**config.mk**
```make
export PLATFORM = sky130hd
export DESIGN_NAME = channel_decoder
export DESIGN_NICKNAME = d
export VERILOG_FILES = /design/src/rtl/channel_decoder.sv
export SDC_FILE = /design/constraint.sdc
export NUM_CORES = 1
export LEC_CHECK = 0
export CAP_MARGIN = 15
export CELL_PAD_IN_SITES_DETAIL_PLACEMENT = 1
export CELL_PAD_IN_SITES_GLOBAL_PLACEMENT = 1
export CORE_UTILIZATION = 43
export DETAILED_ROUTE_END_ITERATION = 12
export PLACE_DENSITY = 0.77
export SETUP_SLACK_MARGIN = 0.02
export SKIP_CTS_REPAIR_TIMING = 1
export SYNTH_ARGS = -nofsm -noshare
export SYNTH_HDL_FRONTEND = slang
export SYNTH_SLANG_ARGS = --single-unit
```
**constraint.sdc**
```tcl
create_clock -name clk -period 2.9 [get_ports clk]
set_input_delay 0.435 -clock clk [delete_from_list [all_inputs] [get_ports clk]]
set_output_delay 0.435 -clock clk [all_outputs]
set_load 0.02 [all_outputs]
```
**src/rtl/channel_decoder.sv**
```systemverilog
// Receive-side codeword checker: validates {data[6:0], popcount checksum[2:0]},
// queues good payloads in a small FIFO, tracks statistics and faults on error bursts.
module channel_decoder #(
  parameter int DEPTH     = 4,
  parameter int ERR_LIMIT = 3,
  parameter int CNT_W     = 16
) (
  input  logic             clk,
  input  logic             rst_n,
  input  logic             in_valid,
  input  logic [9:0]       in_word,
  output logic             in_ready,
  output logic             out_valid,
  output logic [6:0]       out_data,
  input  logic             out_ready,
  input  logic             clear_fault,
  output logic             fault,
  output logic             err_pulse,
  output logic [CNT_W-1:0] good_cnt,
  output logic [CNT_W-1:0] err_cnt
);

  localparam int AW = $clog2(DEPTH);
  localparam int CW = $clog2(DEPTH + 1);
  localparam int EW = $clog2(ERR_LIMIT + 1);

  typedef enum logic {S_RUN, S_FAULT} state_t;

  state_t           r_state;
  logic [6:0]       r_mem [DEPTH];
  logic [AW-1:0]    r_wr_ptr;
  logic [AW-1:0]    r_rd_ptr;
  logic [CW-1:0]    r_count;
  logic [EW-1:0]    r_consec;
  logic [6:0]       r_out_data;
  logic             r_fault;
  logic             r_err_pulse;
  logic [CNT_W-1:0] r_good_cnt;
  logic [CNT_W-1:0] r_err_cnt;

  logic [2:0]       w_popcnt;
  logic             w_good;
  logic             w_full;
  logic             w_empty;
  logic             w_accept;
  logic             w_push;
  logic             w_bad;
  logic             w_pop;
  logic [6:0]       w_payload;
  logic [AW-1:0]    w_rd_ptr_inc;
  logic [6:0]       w_head_nxt;

  assign w_payload    = in_word[9:3];
  assign w_full       = (r_count == CW'(DEPTH));
  assign w_empty      = (r_count == '0);
  assign in_ready     = (r_state == S_RUN) && !w_full;
  assign w_accept     = in_valid && in_ready;
  assign w_push       = w_accept && w_good;
  assign w_bad        = w_accept && !w_good;
  assign w_pop        = !w_empty && out_ready;
  assign w_rd_ptr_inc = r_rd_ptr + AW'(1);

  always_comb begin
    w_popcnt = '0;
    for (int unsigned i = 0; i < 7; i++) begin
      w_popcnt = w_popcnt + 3'(w_payload[i]);
    end
  end

  assign w_good = (in_word[2:0] == w_popcnt);

  // out_data is a register tracking the post-edge FIFO head so it stays
  // stable under backpressure and holds its last value once drained.
  always_comb begin
    w_head_nxt = r_out_data;
    if (w_pop) begin
      if (r_count > CW'(1)) begin
        w_head_nxt = r_mem[w_rd_ptr_inc];
      end else if (w_push) begin
        w_head_nxt = w_payload;
      end
    end else if (w_empty && w_push) begin
      w_head_nxt = w_payload;
    end
  end

  always_ff @(posedge clk) begin
    if (w_push) begin
      r_mem[r_wr_ptr] <= w_payload;
    end
  end

  always_ff @(posedge clk or negedge rst_n) begin
    if (!rst_n) begin
      r_wr_ptr   <= '0;
      r_rd_ptr   <= '0;
      r_count    <= '0;
      r_out_data <= '0;
    end else begin
      r_out_data <= w_head_nxt;
      if (w_push) begin
        r_wr_ptr <= r_wr_ptr + AW'(1);
      end
      if (w_pop) begin
        r_rd_ptr <= w_rd_ptr_inc;
      end
      case ({w_push, w_pop})
        2'b10:   r_count <= r_count + CW'(1);
        2'b01:   r_count <= r_count - CW'(1);
        default: r_count <= r_count;
      endcase
    end
  end

  always_ff @(posedge clk or negedge rst_n) begin
    if (!rst_n) begin
      r_good_cnt  <= '0;
      r_err_cnt   <= '0;
      r_err_pulse <= 1'b0;
    end else begin
      r_err_pulse <= w_bad;
      if (w_push && r_good_cnt != '1) begin
        r_good_cnt <= r_good_cnt + CNT_W'(1);
      end
      if (w_bad && r_err_cnt != '1) begin
        r_err_cnt <= r_err_cnt + CNT_W'(1);
      end
    end
  end

  always_ff @(posedge clk or negedge rst_n) begin
    if (!rst_n) begin
      r_state  <= S_RUN;
      r_fault  <= 1'b0;
      r_consec <= '0;
    end else begin
      case (r_state)
        S_RUN: begin
          if (w_push) begin
            r_consec <= '0;
          end else if (w_bad) begin
            if (r_consec != EW'(ERR_LIMIT)) begin
              r_consec <= r_consec + EW'(1);
            end
            if (r_consec == EW'(ERR_LIMIT - 1)) begin
              r_state <= S_FAULT;
              r_fault <= 1'b1;
            end
          end
        end
        S_FAULT: begin
          if (clear_fault) begin
            r_state  <= S_RUN;
            r_fault  <= 1'b0;
            r_consec <= '0;
          end
        end
        default: begin
          r_state <= S_RUN;
          r_fault <= 1'b0;
        end
      endcase
    end
  end

  assign out_valid = !w_empty;
  assign out_data  = r_out_data;
  assign fault     = r_fault;
  assign err_pulse = r_err_pulse;
  assign good_cnt  = r_good_cnt;
  assign err_cnt   = r_err_cnt;

endmodule

```
# == Yosys cells after proc, flatten, opt, wreduce, memory -nomap -nowiden ==
# Memories as Yosys holds them, arrays and structs flattened.
# Index checks and enable logic that the tools add are counted.
# totals
output_inout_bits,43
ramBits,28
regBits,51
memories,1
# op_classes
n_eq_ne,15
reduce_logical,17
n_lt_le_gt_ge,1
n_addsub,13
mux,22
bitwise,1
# mem_list
name,words,width,read_ports,rd_clocked_by_memory_dff,wr,line,source
r_mem,4,7,1,0,1,30,logic [6:0] r_mem [DEPTH];
# op_table
operator,count
$add A16 B1 Y16 const B,2
$ne A16 B16 Y1 const B,2
$mux W7,4
$add A3 B1 Y3,4
$mux W1,10
$logic_and A1 B1 Y1,8
$mux W2,4
$ne A2 B2 Y1 const B,4
$add A2 B1 Y2 const B,3
$ne A3 B2 Y1 const B,2
$pmux W3 S2,1
$eq A2 B2 Y1 const B,2
$pmux W1 S2,2
$pmux W2 S2,1
$reduce_and A4 Y1,1
$reduce_bool A2 Y1,2
$add A2 B1 Y3,1
$add A3 B1 Y3 const B,1
$eq A3 B3 Y1,1
$eq A3 B3 Y1 const B,1
$gt A3 B1 Y1 const B,1
$logic_not A1 Y1,3
$logic_not A3 Y1,1
$ne A3 B3 Y1 const B,1
other kinds (7),7

# == Depth between registers and ports, before layout ==
# logic_depth
ltp_word,12
ltp_mapped,13

# == Worst setup path before layout ==
# OpenSTA, ideal clock, no wires.
# synth_timing
kind,input -> register
startpoint,in in_word[3]
endpoint,"reg r_out_data[0], in the netlist out_data[0]"
setup_ps,125
stages,13
arrival_ps,3814
path_slack_ps,-1038
cell_sequence,fa_1 inv_1 fa_1 fa_1 fa_1 xor2_1 nand3_1 nor2_2 inv_1 ha_1 nand3b_1 o21ai_2 mux2_2
# synth_between
elab_chain_cells,11
elab_cells_between_ends,16
classes_between,add/sub (6); eq/ne (2); mux (4); reduce/logical (4)
# synth_rtl
element,line,source
start: declaration,11,"input logic [9:0] in_word,"
$add A1 B1 Y2,66,w_popcnt = w_popcnt + 3'(w_payload[i]);
$add A2 B1 Y3,66,
$add A3 B1 Y3 (4 in series),66,
$eq A3 B3 Y1,70,assign w_good = (in_word[2:0] == w_popcnt);
$logic_and A1 B1 Y1,58,assign w_push = w_accept && w_good;
$logic_and A1 B1 Y1,82,end else if (w_empty && w_push) begin
$reduce_bool A2 Y1 (no source line),--,
$reduce_and A2 Y1 (no source line),--,
end signal: assignment,100,r_out_data <= w_head_nxt;
end: declaration,35,logic [6:0] r_out_data;
# Parallel ways exist; a longest one is shown, timed or not. The select of a mux whose other input is x is not followed.
# A chain may end at the register's enable or synchronous reset.

# == Worst setup path in the final report ==
# layout_timing
startpoint,in in_word[4]
endpoint,"reg r_out_data[6], in the netlist out_data[6]"
# layout_between
elab_chain_cells,11
elab_cells_between_ends,12
classes_between,add/sub (6); eq/ne (2); reduce/logical (4)
# layout_rtl
element,line
$add A1 B1 Y2 *,66
$add A2 B1 Y3 *,66
$add A3 B1 Y3 * (4 in series),66
$eq A3 B3 Y1 *,70
$logic_and A1 B1 Y1 *,58
$logic_and A1 B1 Y1,82
$reduce_bool A2 Y1 (no source line),--
$reduce_and A2 Y1 (no source line) *,--
# Every way passes the cells marked *; elsewhere a longest branch is shown, timed or not.

==> flow_metrics.env <==
export IMPL_grt_antenna_before_repair=0
export IMPL_area_growth_synth_to_final_pct=33.9
export IMPL_syn_num_nets=324
export IMPL_finalCritPeriodShare_pct=130
export IMPL_top_layer="met4"
export IMPL_r2r_slack_ps=510
export IMPL_wl_per_cell_um=18.1
export IMPL_start_util_pct=44.9
export IMPL_clock_skew_ps=9.62
export IMPL_final_hold_viol_count=0
export IMPL_wl_met3_um=302
export IMPL_die_h_um=95.4
export IMPL_finalSetupViolations=77
export IMPL_r2r_start="r_count[0]$_DFFE_PN0P_"
export IMPL_final_common_cell="clkdlybuf4s50_1"
export IMPL_drc_errors=0
export IMPL_grt_pass1_vias=2717
export IMPL_cap_violations=0
export IMPL_reg2regPathDepth=11
export IMPL_dp_cells=469
export IMPL_violations="negative setup slack"
export IMPL_cpMaxStageDelayCell="fa_1"
export IMPL_mostFrequentLayoutCells="53 x clkdlybuf4s50_1, 51 x dfrtp_1, 28 x edfxtp_1, 20 x nand2_1"
export IMPL_p_per_area_nw_per_um2=834
export IMPL_cp_top_family="adder cells"
export IMPL_root_buffer="clkbuf_8"
export IMPL_row_count=33
export IMPL_hold_path_class="input port to asynchronous set/reset pin"
export IMPL_ant_nets=0
export IMPL_yosys_warnings=0
export IMPL_vdd_drop_max_uv=354
export IMPL_track_usage_pct=21.0
export IMPL_yosys_register_bits=79
export IMPL_r2r_end="out_data[6]$_DFFE_PN0P_"
export IMPL_overflow=0
export IMPL_drive_gt1_share_pct=26.5
export IMPL_insertion_delay_ps=350
export IMPL_fmax_ghz=0.265
export IMPL_grt_pass1_wl_um=13900
export IMPL_h_tree_depth=3
export IMPL_leakagePower_nw=2.04
export IMPL_drtIter0Drc=95
export IMPL_clk_pin_slew_ps=80
export IMPL_die_w_um=95.4
export IMPL_wl_met1_um=3920
export IMPL_diodes=0
export IMPL_final_area_um2=5020
export IMPL_nNetsFinal=409
export IMPL_portBuffers=57
export IMPL_tightest_slew_ps=519
export IMPL_arrival_ps=4000
export IMPL_rsz0062_at_grt="yes"
export IMPL_routed_wl_met2_um=4450
export IMPL_clockBufferDepth=2
export IMPL_vias=2529
export IMPL_crit_path_max_incr_delay_ps=590
export IMPL_drt_vias_per_instance=5.20
export IMPL_placed_cell_area_um2=4720
export IMPL_cp_num_cells=14
export IMPL_fin_crit_ps=3770
export IMPL_ios=58
export IMPL_crit_fanout=7
export IMPL_critPathRequiredTime_ps=3130
export IMPL_grt_max_degree=52
export IMPL_dp_hpwl_um=6200
export IMPL_synth_distinct_cells=37
export IMPL_clock_sinks=79
export IMPL_final_setup_tns_ps=-51410
export IMPL_crit_buf_inv=3
export IMPL_core_um2=8340
export IMPL_start_kind="input port"
export IMPL_synth_avg_cell_area_um2=12.9
export IMPL_status="complete, but fails checks"
export IMPL_netlist_area_um2=3750
export IMPL_dieArea_um2=9100
export IMPL_setup_ws_ps=-870
export IMPL_critPathKind="input port to flip-flop"
export IMPL_cp_cell_sequence="buf_6 -> fa_1 -> inv_2 -> fa_2 -> fa_2 -> fa_1 -> xor2_2 -> nand3_4 -> nor2_4 -> inv_2 -> ha_4 -> nand3b_1 -> o21ai_4 -> mux2_4"
export IMPL_syn_inst=291
export IMPL_maxSlewViolCount=0
export IMPL_drt_wl_total_um=8800
export IMPL_gp_congestion=0.766
export IMPL_cp_end_kind="flip-flop"
export IMPL_slew_headroom_pct=65.4
export IMPL_pre_cts_ws_ps=-1480
export IMPL_cts_made_buffers=9
export IMPL_drtPass1Iterations=4
export IMPL_fin_cells=486
export IMPL_ys_seq_area_share_pct=56.5
export IMPL_cts_tree="built"
## cell type report
cell class                 instances  area [um^2]
fill                             836         3320
sequential                        79         2120
multi-input combinational        188         1750
timing repair buffer              79          749
clock buffer                      11          131
tap                              105          131
clock inverter                     5         72.6
inverter                          19         71.3
## routing by layer
layer,track usage [%],vias to the layer above
met5,0,-
met4,8.96,0
met3,3.67,7
met2,34.6,46
met1,27.3,1288
li1,-,1188
## report_power, final
| group | switching [mW] | internal (mW) |
|---|---|---|
| combinational | 0.832 | 0.866 |
| clock | 0.383 | 0.479 |
| sequential | 0.253 | 1.37 |
| total | 1.47 | 2.72 |
## registers in the layout, summed over array words and instances (netlist names)
name       flops
err_cnt       16
err_pulse      1
fault          1
good_cnt      16
out_data       7
r_consec       2
r_count        3
r_mem         28
r_rd_ptr       2
r_state        1
r_wr_ptr       2
## cell usage after synthesis, drive strengths merged
cell	number	share of area, %
dfrtp	51	34
edfxtp	28	22
nand2	24	2.4
inv	19	1.9
xor2	18	4.2
xnor2	17	4.0
mux2	15	4.5
nor2	15	1.6
ha	14	4.7
nand3	14	2.2
nand4	10	1.7
o21ai	10	1.4
nor3	8	1.1
mux4	7	4.2
and2	6	1.0
fa	4	2.1
nand2b	4	0.67
and4	3	0.70
buf	3	0.37
nor4	3	0.50
a21o	2	0.40
a21oi	2	0.27
a22o	2	0.47
a311oi	2	1.1
and3	2	0.33
clkbuf	2	0.20
mux2i	1	0.27
nand3b	1	0.20
nor2b	1	0.17
o21bai	1	0.20
o31ai	1	0.57
or2	1	0.17
## per-stage QoR
stage          total power [mW]  hold WS [ps]  util (%)
2_1_floorplan              2.58           139         -
3_3_place_gp               3.15           449      56.6
3_5_place_dp               3.23           457      56.6
4_1_cts                    4.12          75.3      59.0
5_1_grt                    4.44          71.7      60.2
6_report                   4.19          60.3      60.2
## worst max path at each step
stage	from	end
6_report	in_word[4]	out_data[6]$_DFFE_PN0P_
5_1_grt	in_word[4]	out_data[6]$_DFFE_PN0P_
4_1_cts	in_word[3]	out_data[6]$_DFFE_PN0P_
3_5_place_dp	in_word[3]	out_data[6]$_DFFE_PN0P_
3_3_place_gp	in_word[3]	out_data[1]$_DFFE_PN0P_
2_1_floorplan	in_word[3]	out_data[0]$_DFFE_PN0P_
## cell families after synthesis
| kind of cell | share of synthesized area (%) |
|---|---|
| buffers and inverters | 2.47 |
| AND/OR/NAND/NOR | 12.7 |
| multiplexers | 8.98 |
| XOR/XNOR | 8.18 |
| adder cells (fa/ha/maj) | 6.81 |
| AO/OA/AOI/OAI | 4.44 |
| flip-flops | 56.5 |
No activity file was read; power rests on OpenSTA's default activity.
